<file path="src/rtl/btn_debounce.sv">
// btn_debounce: push-button synchroniser and debouncer for the 25 MHz pixel
// clock domain. Each channel has a two-flop synchroniser, a stability counter
// and a four-state FSM. It drives a registered debounced level and one-cycle
// press and release pulses.
// Optional feature: define BTN_DEBOUNCE_AUTOREPEAT_EN to add auto-repeat press
// pulses while a button is held. When it is undefined, no repeat logic exists.
module btn_debounce #(
  parameter int WIDTH           = 2,
  parameter int DEBOUNCE_CYCLES = 250000,
  parameter int REPEAT_DELAY    = 12500000,
  parameter int REPEAT_PERIOD   = 2500000
) (
  input  logic             CLK_25MHZ,
  input  logic             RESET_N,
  input  logic [WIDTH-1:0] BTN_RAW,
  output logic [WIDTH-1:0] BTN_LEVEL,
  output logic [WIDTH-1:0] BTN_PRESS,
  output logic [WIDTH-1:0] BTN_RELEASE
);

  localparam int CNT_W = $clog2(DEBOUNCE_CYCLES);
  localparam logic [CNT_W-1:0] CNT_LAST = CNT_W'(DEBOUNCE_CYCLES - 1);

`ifdef BTN_DEBOUNCE_AUTOREPEAT_EN
  localparam int RPT_MAX = (REPEAT_DELAY > REPEAT_PERIOD) ? REPEAT_DELAY : REPEAT_PERIOD;
  localparam int RPT_W   = $clog2(RPT_MAX + 1);
  localparam logic [RPT_W-1:0] RPT_FIRST = RPT_W'(REPEAT_DELAY - 1);
  localparam logic [RPT_W-1:0] RPT_NEXT  = RPT_W'(REPEAT_PERIOD - 1);
`endif

  typedef enum logic [1:0] {
    STABLE_LO = 2'b00,
    CHK_HI    = 2'b01,
    STABLE_HI = 2'b10,
    CHK_LO    = 2'b11
  } state_t;

  logic [WIDTH-1:0] sync1_r;
  logic [WIDTH-1:0] sync2_r;

  // Two-flop synchroniser that brings the asynchronous pins into the clock domain.
  always_ff @(posedge CLK_25MHZ or negedge RESET_N) begin
    if (!RESET_N) begin
      sync1_r <= '0;
      sync2_r <= '0;
    end else begin
      sync1_r <= BTN_RAW;
      sync2_r <= sync1_r;
    end
  end

  for (genvar i = 0; i < WIDTH; i++) begin : g_chan
    state_t           state_r;
    state_t           state_s;
    logic [CNT_W-1:0] cnt_r;
    logic [CNT_W-1:0] cnt_s;
    logic             level_r;
    logic             level_s;
    logic             press_r;
    logic             press_s;
    logic             release_r;
    logic             release_s;
    logic             differ_s;
    logic             done_s;
`ifdef BTN_DEBOUNCE_AUTOREPEAT_EN
    logic [RPT_W-1:0] rpt_r;
    logic [RPT_W-1:0] rpt_s;
`endif

    // Next-state, stability counter and output pulse decode for one channel.
    always_comb begin
      state_s   = state_r;
      cnt_s     = '0;
      press_s   = 1'b0;
      release_s = 1'b0;
      differ_s  = (sync2_r[i] != level_r);
      done_s    = differ_s && (cnt_r == CNT_LAST);

      // A sample that matches the accepted level restarts the count.
      if (differ_s) begin
        if (done_s) begin
          cnt_s = '0;
        end else begin
          cnt_s = cnt_r + CNT_W'(1);
        end
      end else begin
        cnt_s = '0;
      end

      case (state_r)
        STABLE_LO: begin
          if (sync2_r[i]) begin
            state_s = CHK_HI;
          end else begin
            state_s = STABLE_LO;
          end
        end
        CHK_HI: begin
          if (!sync2_r[i]) begin
            state_s = STABLE_LO;
          end else if (done_s) begin
            state_s = STABLE_HI;
            press_s = 1'b1;
          end else begin
            state_s = CHK_HI;
          end
        end
        STABLE_HI: begin
          if (!sync2_r[i]) begin
            state_s = CHK_LO;
          end else begin
            state_s = STABLE_HI;
          end
        end
        CHK_LO: begin
          if (sync2_r[i]) begin
            state_s = STABLE_HI;
          end else if (done_s) begin
            state_s   = STABLE_LO;
            release_s = 1'b1;
          end else begin
            state_s = CHK_LO;
          end
        end
        default: begin
          state_s = STABLE_LO;
        end
      endcase

      level_s = (state_s == STABLE_HI) || (state_s == CHK_LO);

`ifdef BTN_DEBOUNCE_AUTOREPEAT_EN
      // The down-counter is loaded when STABLE_HI is entered. It fires a press
      // and reloads when it reaches zero. Outside STABLE_HI it stays cleared.
      rpt_s = '0;
      if (state_s == STABLE_HI) begin
        if (state_r != STABLE_HI) begin
          rpt_s = RPT_FIRST;
        end else if (rpt_r == '0) begin
          rpt_s   = RPT_NEXT;
          press_s = 1'b1;
        end else begin
          rpt_s = rpt_r - RPT_W'(1);
        end
      end else begin
        rpt_s = '0;
      end
`endif
    end

    // Channel state, counter and registered outputs.
    always_ff @(posedge CLK_25MHZ or negedge RESET_N) begin
      if (!RESET_N) begin
        state_r   <= STABLE_LO;
        cnt_r     <= '0;
        level_r   <= 1'b0;
        press_r   <= 1'b0;
        release_r <= 1'b0;
`ifdef BTN_DEBOUNCE_AUTOREPEAT_EN
        rpt_r     <= '0;
`endif
      end else begin
        state_r   <= state_s;
        cnt_r     <= cnt_s;
        level_r   <= level_s;
        press_r   <= press_s;
        release_r <= release_s;
`ifdef BTN_DEBOUNCE_AUTOREPEAT_EN
        rpt_r     <= rpt_s;
`endif
      end
    end

    assign BTN_LEVEL[i]   = level_r;
    assign BTN_PRESS[i]   = press_r;
    assign BTN_RELEASE[i] = release_r;
  end

endmodule
</file>
<file path="config.mk">
export PLATFORM = sky130hd
export DESIGN_NAME = btn_debounce
export DESIGN_NICKNAME = d
export VERILOG_FILES = /design/src/rtl/btn_debounce.sv
export SDC_FILE = /design/constraint.sdc
export NUM_CORES = 1
export LEC_CHECK = 0
export BUFFER_PORTS_ARGS = -buffer_cell sky130_fd_sc_hd__buf_2
export CORE_MARGIN = 2
export CORE_UTILIZATION = 50
export CTS_CLUSTER_DIAMETER = 200
export DETAILED_ROUTE_END_ITERATION = 7
export PLACE_DENSITY = 0.69
export SLEW_MARGIN = 20
export SYNTH_ARGS = -nofsm -noshare
export SYNTH_HDL_FRONTEND = slang
export SYNTH_SLANG_ARGS = --single-unit
</file>
<file path="constraint.sdc">
create_clock -name CLK_25MHZ -period 2.1 [get_ports CLK_25MHZ]
set_clock_uncertainty 0.05 [all_clocks]
set_input_delay 0.42 -clock CLK_25MHZ [delete_from_list [all_inputs] [get_ports CLK_25MHZ]]
set_output_delay 0.42 -clock CLK_25MHZ [all_outputs]
set_load 0.02 [all_outputs]
</file>
# == Yosys cells after proc, flatten, opt, wreduce, memory -nomap -nowiden ==
# Index checks and enable logic that the tools add are counted.
# W data, S select, Z words.
# word_totals
regBits,50
inputBits,4
output_inout_bits,6
word_cells,62
# classes
n_addsub,2
n_eq_ne,14
muxes,28
reduce_logical,6
# op_table
operator,n
$mux W18,4
$add A18 B1 Y18 const B,2
$eq A18 B18 Y1 const B,2
$eq A2 B2 Y1 const B,8
$mux W2,8
$pmux W2 S4,2
$mux W1,14
$eq A2 B1 Y1 const B,2
$logic_not A2 Y1,2
$logic_and A1 B1 Y1,2
$logic_or A1 B1 Y1,2
$ne A1 B1 Y1,2

# == Longest topological paths before layout ==
# depth
depth_word,7
depth_mapped,7
mapped_depth_nobuf,5

# == Worst setup path before layout ==
# OpenSTA, ideal clock, no wires.
# synth_timing
path_kind,reg-to-reg
from,register g_chan[1].cnt_r[0]
to,register g_chan[1].level_r
setup_time_ns,0.125
t_arrival_ns,1.744
required_time_ns,1.925
slack_ns,0.181
path_stages_with_launch,8
period_less_slack_ns,1.919
path_cell_list,dfrtp_1 ha_1 buf_4 nand3_1 or2_2 or3_1 clkbuf_1 mux2_2
# synth_between
elab_chain_len,7
# synth_rtl
item,line,source
"start, declared",55,logic [CNT_W-1:0] cnt_r;
"start signal, assigned",164,cnt_r <= cnt_s;
$eq A18 B18 Y1 (*),77,done_s = differ_s && (cnt_r == CNT_LAST);
$logic_and A1 B1 Y1 (*),77,
$mux W2 (on tied branches),"118, 101",
$mux W2 (on tied branches),"116, 99",
$pmux W2 S4 (*),90,case (state_r)
$eq A2 B2 Y1,130,level_s = (state_s == STABLE_HI) || (state_s == CHK_LO);
$logic_or A1 B1 Y1 (*),130,
net g_chan[1].level_s,58,logic level_s;
"end signal, assigned",165,level_r <= level_s;
"end, declared",57,logic level_r;
# The timed path passes the listed nets; every way through them passes the cells marked *.

# == Worst setup path in the final report ==
# layout_timing
from,register g_chan[0].cnt_r[5]
to,register g_chan[0].level_r
# layout_between
elab_chain_len,7
# layout_rtl
item,line
"start, declared",55
"start signal, assigned",164
$eq A18 B18 Y1 (*),77
$logic_and A1 B1 Y1 (*),77
$mux W2 (on tied branches),"118, 101"
$mux W2 (on tied branches),"116, 99"
$pmux W2 S4 (*),90
$eq A2 B2 Y1,130
$logic_or A1 B1 Y1 (*),130
net g_chan[0].level_s,58
"end signal, assigned",165
"end, declared",57
# Marked as above.

==> key figures <==
Outcome
  • Status: finished, final reports clean

Pwr
  • PD cells: 722 nW/um2
  • VDD IR max: 647 uV
  • Leakage: 1.12 nW

Logic synthesis
  • Simple-Gate Fraction of Synth Area: 24.3%
  • Post-Syn Nets: 230
  • Largest family of logic cells by synthesized area: simple AND/OR/NAND/NOR gates
  • Mean post-synth cell area: 10.6 um2
  • Synth area leader: dfrtp_1
  • Synth cell types: 38
  • Register area share after synthesis: 52.9%
  • Adder-cell area share of the yosys netlist: 1.06%
  • Post-synthesis compound-gate area fraction: 3.33%
  • Largest cells by area after synthesis: dfrtp_1 53%, xor2_1 6.3%, nor2_1 5.2%, xnor2_1 5.2%, nand4_1 3.7%
  • Synth warnings: 0
  • Mapped Area: 2360 um2
  • Cells after Synth: 224
  • Share of the synthesized area in the top cell type: 52.9%
  • Post-Synth XOR/XNOR Area: 11.5%
  • Synth Register Bits: 50
  • Mux contribution to synthesized area: 1.90%

Setup path
  • Critical path cell sequence: or4b_1 > nor3_2 > nand4_2 > mux2_1
  • Worst setup EP type: register
  • CP max stage cell: or4b_1
  • WP data required: 2.23 ns
  • Critical path class: register to register
  • Worst Path Max Fanout: 5
  • CP Buf/Inv Count: 0
  • Worst setup SP type: register
  • Crit-path leading delay family: simple AND/OR/NAND/NOR gates
  • CP arrival: 2.06 ns
  • Slowest cell delay on critical path: 0.55 ns

Place
  • Hpwl dp: 2790 um
  • Placed cell count: 282
  • Routability congestion estimate: 0.851
  • # port buffers: 9

Job
  • Max-cap violation count: 0

Timing
  • Final period utilization: 91.6%
  • Final Hold Fails: 0
  • Period minus WS final: 1.92 ns
  • Fmax: 0.520 GHz
  • Final Max Slew Viols: 0
  • Slew @ Worst Pin: 0.553 ns
  • Final setup violation count: 0
  • RSZ-0062 raised after global routing: no
  • WHS: 0.0371 ns
  • Setup TNS: 0 ns
  • Max-slew headroom: 63.2%

Drt
  • Routed WL per cell: 13.5 um
  • Routed wire length: 3920 um
  • DRC errors left: 0
  • Vias per inst: 5.45
  • First-pass DRT Iterations: 4
  • DR vias: 1580
  • Post-route ant nets: 0
  • 1st-iter DRT viols: 74

Finish
  • Ant diodes: 0
  • Multi-input logic area: 996 um2
  • Nets: 241
  • FF/Latch Area: 1250 um2
  • Layout area overhead: 9.47%
  • Finished Layout Cells: 290
  • Layout cells sized above 1: 15.3%
  • Fillers: 386

Floorplanning
  • Core Box Area: 4630 um2
  • Die W: 72.8 um
  • Initial core utilization: 51.1%
  • Die area: 5300 um2
  • Die height: 72.8 um
  • # IOs: 10
  • FP Rows: 25

Clocking
  • CTS Buf Count: 5
  • Number of gates resized after cts: 0
  • CTS tree: done
  • Hold_buf cts: 0
  • Clock transition at path regs: 0.09 ns
  • Post-CTS Setup Bufs: 0
  • Deepest clock path buffer count: 2
  • Htree depth: 2
  • Clock root cell: clkbuf_8
  • TritonCTS Sinks: 50
  • Worst skew pair latency: 0.31 ns

Global route
  • Global-route wire length before repair: 6560 um
  • Initial antenna violation count: 0
  • Total GRT Usage: 16.2%
  • Remaining Overflow, GRT: 0
  • Largest net degree at the start of global routing: 27
  • Number of global-route vias before repair: 1520

Worst hold path
  • HP Class: input pin to async pin
[where the power goes]
part / internal [mW] / switching [mW]
clock network: 0.508 / 0.306
registers: 0.977 / 0.0166
logic: 0.0207 / 0.0419
[placed cells by master, fill, tap and decap left out, types with 2 or more instances in the layout]
| cell type | n |
|---|---|
| and2_1 | 4 |
| or3_1 | 3 |
| nand3_1 | 13 |
| inv_1 | 9 |
| buf_4 | 7 |
| clkbuf_8 | 6 |
| nand4_1 | 14 |
| nor4_1 | 11 |
| nor3b_1 | 4 |
| and4_1 | 2 |
| buf_2 | 9 |
| xor2_1 | 17 |
| mux2_2 | 2 |
| o21ai_0 | 3 |
| or4b_1 | 2 |
| mux2_1 | 2 |
| nor2_1 | 33 |
| bufinv_16 | 2 |
| a21oi_1 | 3 |
| and3_1 | 2 |
| xnor2_1 | 14 |
| dfrtp_1 | 50 |
| a21oi_2 | 2 |
| nand2_1 | 7 |
| ha_1 | 2 |
[sequential cells by signal, summed over array words and instances, names as in the netlist]
register,cells
g_chan.release_r,2
sync1_r,2
g_chan.state_r,4
g_chan.cnt_r,36
g_chan.press_r,2
sync2_r,2
g_chan.level_r,2
[per-stage QoR]
step / setup WS, ns / cell area [um2] / power [mW] / util (%)
after global routing: 0.0588 / 2590 / 1.94 / 55.9
after floorplan: 0.181 / 2360 / 1.04 / -
after global placement: 0.224 / 2450 / 1.08 / 52.8
after detailed placement: 0.163 / 2450 / 1.08 / 52.8
after CTS: 0.157 / 2590 / 1.90 / 55.9
final: 0.176 / 2590 / 1.87 / 55.9
[layer usage]
layer  vias up  global-route usage (%)  part of all wire (%)
met5         -                       0                     0
met4         0                    5.97                   1.3
met3         6                    5.52                   2.9
met2        16                    26.8                    50
met1       759                    19.7                    46
li1        799                       -                     -
[synth_stat cells (all sizes together)]
library cell and instances:
a21oi 5, nor2 33, o31ai 1, nand2 7, nor4bb 1, nor3 2, nor3b 4, and2 4
dfrtp 50, mux2 4, clkbuf 2, a31o 1, buf 10, or2 1, nor4 11, xor2 17
nand4 15, or3 3, and4 2, or4 2, o21ai 4, inv 9, nand3 14, xnor2 14
a21bo 1, and3 3, or4b 2, ha 2
[final cells by class]
class	instances	area share, %
sequential	50	48.3
inverter	9	1.30
tap	54	2.61
timing repair buffer	16	3.77
multi-input combinational	153	38.5
clock inverter	2	2.32
clock buffer	6	3.19
[kinds of logic (layout without fill, tap and decap cells)]
family | count (synthesis) | after routing
and+or+nand+nor | 104 | 104
DFF | 50 | 50
xor gates and xnor gates | 31 | 31
buffers and inverters | 21 | 33
AOI/OAI and AO/OA | 12 | 12
muxes | 4 | 4
adders and majority gates | 2 | 2
[worst reg2reg max path: cells and delay by family, from the launching register on]
kind	cells	cell delay, ns
flip-flops	1	0.43
AND/OR/NAND/NOR	3	0.99
multiplexers	1	0.34
[worst paths after layout]
check	from	slack, ns	cells after the start	end
hold reg to reg	sync1_r[0]	0.30	0	sync2_r[0]
setup reg to reg	g_chan[0].cnt_r[5]	0.18	4	g_chan[0].level_r
setup / recovery	g_chan[0].cnt_r[5]	0.18	4	g_chan[0].level_r
hold / removal	RESET_N	0.04	1	g_chan[1].cnt_r[10]
min in group CLK_25MHZ	BTN_RAW[1]	0.17	1	sync1_r[1]
max in group asynchronous	RESET_N	1.32	2	g_chan[0].cnt_r[5]
(Power assumes the default switching activity.)
